[config.mk]
export PLATFORM = sky130hd
export DESIGN_NAME = mux_rr
export DESIGN_NICKNAME = d
export VERILOG_FILES = /design/src/rtl/mux_rr.sv
export SDC_FILE = /design/constraint.sdc
export NUM_CORES = 1
export LEC_CHECK = 0
export ABC_AREA = 1
export CAP_MARGIN = 40
export CORE_MARGIN = 2
export CORE_UTILIZATION = 27
export CTS_BUF_LIST = sky130_fd_sc_hd__clkbuf_8
export DETAILED_ROUTE_END_ITERATION = 6
export MAX_ROUTING_LAYER = met4
export PLACE_DENSITY = 0.69
export SETUP_SLACK_MARGIN = 0.4
export SYNTH_ARGS = -nofsm -noshare
export SYNTH_HDL_FRONTEND = slang
export SYNTH_SLANG_ARGS = --single-unit
[constraint.sdc]
create_clock -name clk -period 1.7 [get_ports clk]
set_input_delay 0.17 -clock clk [delete_from_list [all_inputs] [get_ports clk]]
set_output_delay 0.17 -clock clk [all_outputs]
set_load 0.03 [all_outputs]
[src/rtl/mux_rr.sv]
// mux_rr: N-to-1 channel mux with a fixed-select or round-robin grant
// and a single registered output stage (valid/ready on both sides).
module mux_rr #(
  parameter int WIDTH = 8,
  parameter int N = 4,
  parameter int SW = $clog2(N)
) (
  input  logic             clk,
  input  logic             rst_n,
  input  logic [N*WIDTH-1:0] in_data,
  input  logic [N-1:0]     in_valid,
  output logic [N-1:0]     in_ready,
  input  logic             mode,
  input  logic [SW-1:0]    sel,
  output logic [WIDTH-1:0] out_data,
  output logic [SW-1:0]    out_ch,
  output logic             out_valid,
  input  logic             out_ready
);
  logic [SW-1:0] ptr_q, ptr_d, ch_q, ch_d, g, k;
  logic [WIDTH-1:0] data_q, data_d;
  logic valid_q, valid_d, hit, take;
  always_comb begin
    g = '0;
    k = '0;
    hit = 1'b0;
    if (mode) begin
      // scan downward so the last hit written is the first valid at or after ptr
      for (int i = N - 1; i >= 0; i--) begin
        k = SW'((int'(ptr_q) + i) % N);
        if (1'(in_valid >> k)) begin
          g = k;
          hit = 1'b1;
        end
      end
    end else begin
      g = sel;
      hit = 1'(in_valid >> sel);
    end
    take = rst_n && hit && (!valid_q || out_ready);
    in_ready = take ? N'(1) << g : '0;
    valid_d = take || (valid_q && !out_ready);
    data_d = take ? WIDTH'(in_data >> (int'(g) * WIDTH)) : data_q;
    ch_d = take ? g : ch_q;
    ptr_d = (take && mode) ? SW'((int'(g) + 1) % N) : ptr_q;
  end
  always_ff @(posedge clk or negedge rst_n) begin
    if (!rst_n) begin
      valid_q <= 1'b0;
      data_q <= '0;
      ch_q <= '0;
      ptr_q <= '0;
    end else begin
      valid_q <= valid_d;
      data_q <= data_d;
      ch_q <= ch_d;
      ptr_q <= ptr_d;
    end
  end
  assign out_valid = valid_q;
  assign out_data = data_q;
  assign out_ch = ch_q;
endmodule
==> results.ini, run 1 <==
[die]
floorplan.rows = 24
initial_core_util_pct = 27.8
die_x_um = 70.7
die_area_mm2 = 0.00500
io_pins = 57
core-area_mm2 = 0.00432
die_height_um = 70.7

[yosys]
synth_edf_count = 0
synth_seq_cells = 13
yosysSeqAreaShare_pct = 27.1
syn_area_mm2 = 0.00120
ys_types = 22
synth_ff_type = dfrtp_1
async_reset_ff_share_pct = 100
yosys_warnings = 0
syn_inst = 203
syn_nets = 245
synth_area_per_cell_um2 = 5.92

[timing]
fin_tns_setup_ns = -4.51
fmax_ghz = 0.467
worstMarginPinSlew_ns = 0.330
fin_crit_sh_pct = 126
setup_viol = 15
finalClockSkew_ns = 0.00143
rsz0062_at_grt = yes
hold_slack_ns = 0.359
min_period_ns = 2.14
slew_viol_final = 0
slew_headroom_pct = 78.1
layout_setup_ws_ns = -0.440
hold_violations = 0

[clock_network]
numCtsBuffers = 3
htree_num_levels = 1
clk_pin_slew_worst_paths_ns = 0.06
clkSinkCount = 13
cts_buffer_depth = 2
postCtsHoldBufs = 0
insertion_delay_ns = 0.25
clock-root-buffer = clkbuf_8
cts_tree = done

[cells_and_area]
final_cell_area_mm2 = 0.00228
areaGrowthSynthToFinish_pct = 90.2
drive_gt1_share_pct = 31.8
diodes = 0
nets = 332

[critical_path]
regToRegSetupSlack_ns = -0.30
start_kind = flip-flop
cp-endpoint = in_ready[1]
cp.arrival_ns = 1.97
worst_r2r_path_depth = 15
crit_path_end_kind = output port
critPathMaxFanout = 7
crit_start = ptr_q[0]$_DFFE_PN0P_
critPathRequiredTime_ns = 1.53
r2r-end = out_data[7]$_DFFE_PN0P_
r2r-start = ptr_q[0]$_DFFE_PN0P_
crit_type = reg2out

[pwr]
p_leak_nw = 1.14
peakVddDrop_mv = 0.445
powerDensity_mw_per_mm2 = 1350

[drt]
routed_wl_um = 3820
ant_nets = 0
routedWlPerCell_um = 11.2
post_drt_via_cell_ratio = 4.45
vias = 1517
firstDrtPassIters = 4
remaining_drc_errors = 0
drtIter0Drc = 60

[outcome]
status = finished, violations left
violations = setup timing

[global_route]
grt_pass1_vias = 1367
grt_antenna_before_repair = 0
gr-total-overflow = 0
grt_pass1_wl_um = 5990
grt_max_degree = 23
grt.total_usage_pct = 15.2

[place]
hpwl_um = 2870
numPortBuffers = 56
gp_congestion = 0.836
placed_area_mm2 = 0.00206
dp_slack_ns = -0.370

[run]
cap_viol_max_count = 0

[worst_hold_path]
hold_path.class = in2async

## metal layers
metal / up-vias / routed length, um / track usage [%] / share of wire [%]
li1: 793 / - / - / -
met1: 683 / 1550 / 17.9 / 41
met2: 35 / 2060 / 26.5 / 54
met3: 6 / 141 / 2.85 / 3.7
met4: 0 / 62 / 4.19 / 1.6
met5: - / 0 / - / 0
## Yosys cell counts, types with 2 or more instances
| master | instances | area, um^2 |
|---|---|---|
| nor2_1 | 36 | 135 |
| or2_2 | 8 | 50.1 |
| nand2_2 | 3 | 18.8 |
| dfrtp_1 | 13 | 325 |
| buf_6 | 3 | 33.8 |
| nand3_1 | 33 | 165 |
| nand2_1 | 53 | 199 |
| buf_2 | 2 | 10.0 |
| inv_1 | 32 | 120 |
| nor2_2 | 2 | 12.5 |
| inv_2 | 5 | 18.8 |
| nand3_2 | 3 | 30.0 |
## registers in the layout (all words and copies together), names as in the netlist
signal / cells
out_ch: 2
ptr_q: 2
out_data: 8
out_valid: 1
## through the flow
stage,utilization (%),total power [W],std cells
after global placement,47.6,0.00249,330
after global routing,52.8,0.00327,341
after CTS,50.7,0.00286,336
after floorplan,-,0.00178,203
final,52.8,0.00308,341
after detailed placement,47.6,0.00252,330
## how the worst min path moves through the flow
stage / cells after the start / to / slack (ns)
2_1_floorplan: 0 / out_ch[0]$_DFFE_PN0P_ / -0.13
6_report: 2 / out_data[7]$_DFFE_PN0P_ / 0.36
4_1_cts: 2 / out_data[7]$_DFFE_PN0P_ / 0.37
5_1_grt: 2 / out_data[7]$_DFFE_PN0P_ / 0.38
3_5_place_dp: 2 / out_ch[1]$_DFFE_PN0P_ / 0.47
3_3_place_gp: 2 / out_ch[0]$_DFFE_PN0P_ / 0.46
## worst max-delay path, stage by stage (launching register included)
cell and delay, ns:
dfrtp_2 0.47, clkinv_4 0.13, nand2_4 0.07, nand3_2 0.08, nand2_2 0.09, nor2_4 0.13
nand3_2 0.11, nand2_1 0.09, nor2_2 0.04, nor2_1 0.08, buf_4 0.15, nand2_4 0.06
nor2_4 0.08, buf_6 0.13
## placed cells by master, fill, tap and decap left out
cell type        count
a21oi_2              1
a21oi_4              1
a31oi_1              1
buf_12               2
buf_4               23
buf_6               10
clkbuf_8             3
clkdlybuf4s50_1     41
clkinv_4             1
dfrtp_1             12
dfrtp_2              1
dlygate4sd2_1       11
inv_1               32
inv_2                5
inv_6                1
nand2_1             39
nand2_2             11
nand2_4              6
nand3_1             27
nand3_2              5
nand3_4              5
nand4_1              1
nor2_1              29
nor2_2               3
nor2_4               6
nor3b_1              1
o211ai_1             1
o21ai_0              1
o21ai_1              1
or2_2                8
## repair_timing
item,in CTS,in global routing
buffers inserted,2,5
setup endpoints to repair,28,17
pin swaps,17,6
resized for setup,34,12
## cells by family after synthesis
family	count (synthesis)	synth area share (%)
AOI/OAI and AO/OA	6	3.75
buffers and inverters	43	15.7
and+or+nand+nor	141	53.4
DFF	13	27.1
## where the power goes
group	leakage, nW	internal, W	switching [W]
clock network	0.0269	0.000160	0.000121
registers	0.148	0.000453	0.0000900
logic	0.964	0.000960	0.00129
total	1.14	0.00157	0.00150
## area by class of cell
type	count	area, um^2
fillers	444	2040
multi-input cells	147	863
repair buffers	87	832
flip-flops and latches	13	327
inverters	38	153
well taps	52	65.1
clock buffers	3	41.3
clock inverters	1	3.75
(Power assumes the default switching activity.)
==> run 2: changes to the inputs <==
==> constraint.sdc (replaced) <==
create_clock -name clk -period 1.7 [get_ports clk]
set_input_delay 0.17 -clock clk [delete_from_list [all_inputs] [get_ports clk]]
set_output_delay 0.17 -clock clk [all_outputs]
set_load 0.1 [all_outputs]
==> results.ini, run 2 (same netlist as run 1, synthesis figures left out) <==
[outcome]
status = finished, violations left
violations = setup timing

[timing]
worstMarginPinSlew_ns = 0.285  ; -0.0458 ns
hold_violations = 0  ; unchanged
finalClockSkew_ns = 0.00357  ; +0.00215 ns
setup_viol = 14  ; -1
fmax_ghz = 0.460  ; -1.6%
slew_headroom_pct = 81.2  ; +3.1 points
min_period_ns = 2.17  ; +0.0338 ns
rsz0062_at_grt = yes
fin_crit_sh_pct = 128  ; +2.0 points
layout_setup_ws_ns = -0.473  ; -0.0338 ns
slew_viol_final = 0  ; unchanged

[clock_network]
cts_tree = done
numCtsBuffers = 3  ; unchanged
cts_buffer_depth = 2  ; unchanged
clk_pin_slew_worst_paths_ns = 0.06  ; about the same
clock-root-buffer = clkbuf_8
htree_num_levels = 1  ; unchanged
postCtsHoldBufs = 0  ; unchanged
clkSinkCount = 13  ; unchanged
insertion_delay_ns = 0.25  ; about the same

[critical_path]
cp_num_cells = 13  ; unchanged
r2r-start = ptr_q[0]$_DFFE_PN0P_
critPathMaxStageDelay_ns = 0.49  ; +0.02 ns
crit_path_end_kind = output port
critPathBufInv = 3  ; unchanged
slowest_stage = dfrtp_2
start_kind = flip-flop
critPathMaxFanout = 7  ; unchanged
worst_r2r_path_depth = 15  ; unchanged
cp.arrival_ns = 2.00  ; +0.03 ns
r2r-end = out_data[7]$_DFFE_PN0P_
regToRegSetupSlack_ns = -0.30  ; about the same
worst_path_most_repeated_cell = nand2_2
crit_family = simple AND/OR/NAND/NOR gates
crit_type = reg2out
critPathRequiredTime_ns = 1.53  ; about the same
cp-endpoint = in_ready[1]
worstPathCellList = inv_6 -> nand2_2 -> nand2_2 -> nand2_2 -> nand3_4 -> nand3_2 -> nand2_1 -> nor2_2 -> nor2_1 -> buf_4 -> nand2_4 -> nor2_4 -> buf_12
crit_start = ptr_q[0]$_DFFE_PN0P_

[drt]
vias = 1510  ; -0.46%
routed_wl_um = 3780  ; -0.89%
firstDrtPassIters = 4  ; unchanged
routedWlPerCell_um = 11.1  ; -1.2%
remaining_drc_errors = 0  ; unchanged
post_drt_via_cell_ratio = 4.42  ; -0.75%
drtIter0Drc = 60  ; unchanged
ant_nets = 0  ; unchanged

[run]
cap_viol_max_count = 0  ; unchanged

[die]
io_pins = 57  ; unchanged
die_area_mm2 = 0.00500  ; unchanged
floorplan.rows = 24  ; unchanged
initial_core_util_pct = 27.8  ; unchanged
core-area_mm2 = 0.00432  ; unchanged
die_x_um = 70.7  ; unchanged
die_height_um = 70.7  ; unchanged

[global_route]
grt_pass1_wl_um = 6250  ; +4.4%
grt_pass1_vias = 1434  ; +4.9%
grt_max_degree = 17  ; -26%
grt.total_usage_pct = 15.9  ; +0.70 points
grt_antenna_before_repair = 0  ; unchanged
gr-total-overflow = 0  ; unchanged

[place]
numPortBuffers = 56  ; unchanged
dp_slack_ns = -0.391  ; -0.0212 ns
hpwl_um = 2870  ; about the same
gp_congestion = 0.817  ; -2.3%

[cells_and_area]
drive_gt1_share_pct = 35.5  ; +3.7 points
final_core_util_pct = 52.6  ; -0.26 points
areaGrowthSynthToFinish_pct = 89.3
final_cell_mix = nand2_1 (41), clkdlybuf4s50_1 (41), buf_4 (37), inv_1 (32), nor2_1 (29)
largest_reg_flops = 8  ; unchanged
nets = 333  ; +0.30%
diodes = 0  ; unchanged

[pwr]
fin_total_pwr_w = 0.00380  ; +24%
peakVddDrop_mv = 1.00  ; +130%
p_leak_nw = 1.14  ; -0.18%
powerDensity_mw_per_mm2 = 1670  ; +24%

[worst_hold_path]
hold_path.class = in2async

-- run 2: area by class of cell --
type                       instances  area [um^2]
inverter                          38          153
clock buffer                       3         41.3
multi-input combinational        147          838
tap                               52         65.1
timing repair buffer              88          845
fill                             415         2050
clock inverter                     1         3.75
sequential                        13          328
-- run 2: what timing repair did --
action	4_1_cts	5_1_grt
endpoints found under the setup margin	17	17
buffers inserted	6	2
gates resized for setup	19	5
cloned	1	0
endpoints found under the hold margin	0	0
pin swaps	12	1
-- run 2: per-layer routing --
layer | vias up | routed length (um) | global-route usage, %
met5 | - | 0 | -
met4 | 0 | 48 | 5.03
met3 | 4 | 162 | 1.85
met2 | 32 | 1930 | 26.5
met1 | 670 | 1640 | 20.2
li1 | 804 | - | -
-- run 2: worst min-delay path by stage --
| stage | from | end | depth (start not counted) |
|---|---|---|---|
| finish | rst_n | ptr_q[1]$_DFFE_PN0P_ | 2 |
| global route | rst_n | ptr_q[1]$_DFFE_PN0P_ | 2 |
| CTS | rst_n | out_ch[1]$_DFFE_PN0P_ | 2 |
| detailed placement | out_ch[0]$_DFFE_PN0P_ | out_ch[0]$_DFFE_PN0P_ | 2 |
| global placement | out_ch[0]$_DFFE_PN0P_ | out_ch[0]$_DFFE_PN0P_ | 2 |
| floorplan | rst_n | out_ch[0]$_DFFE_PN0P_ | 0 |
-- run 2: worst register-to-register path, cell delays in order, from the launching register on --
cell and delay, ns:
dfrtp_2 0.49, inv_6 0.11, nand2_2 0.06, nand2_2 0.08
nand3_2 0.10, nand2_1 0.08, inv_1 0.04, nand2_1 0.06
nand2_2 0.10, a21oi_4 0.19, buf_4 0.13, buf_4 0.10
buf_6 0.13, nand3_1 0.07, nand3_1 0.09, nor2_1 0.04
-- run 2: stage by stage --
| step | cells | area (um^2) | setup TNS [ns] | hold slack (ns) |
|---|---|---|---|---|
| 3_5_place_dp | 329 | 2060 | -5.21 | 0.468 |
| 2_1_floorplan | 203 | 1280 | -1.40 | -0.126 |
| 3_3_place_gp | 329 | 2060 | -4.52 | 0.479 |
| 4_1_cts | 340 | 2230 | -3.40 | 0.314 |
| 6_report | 342 | 2270 | -4.21 | 0.303 |
| 5_1_grt | 342 | 2270 | -6.04 | 0.346 |
-- run 2: power breakdown --
group          total, W  switching [W]  internal, W
clock network  0.000287       0.000127     0.000160
logic           0.00296        0.00198     0.000989
registers      0.000553      0.0000988     0.000454
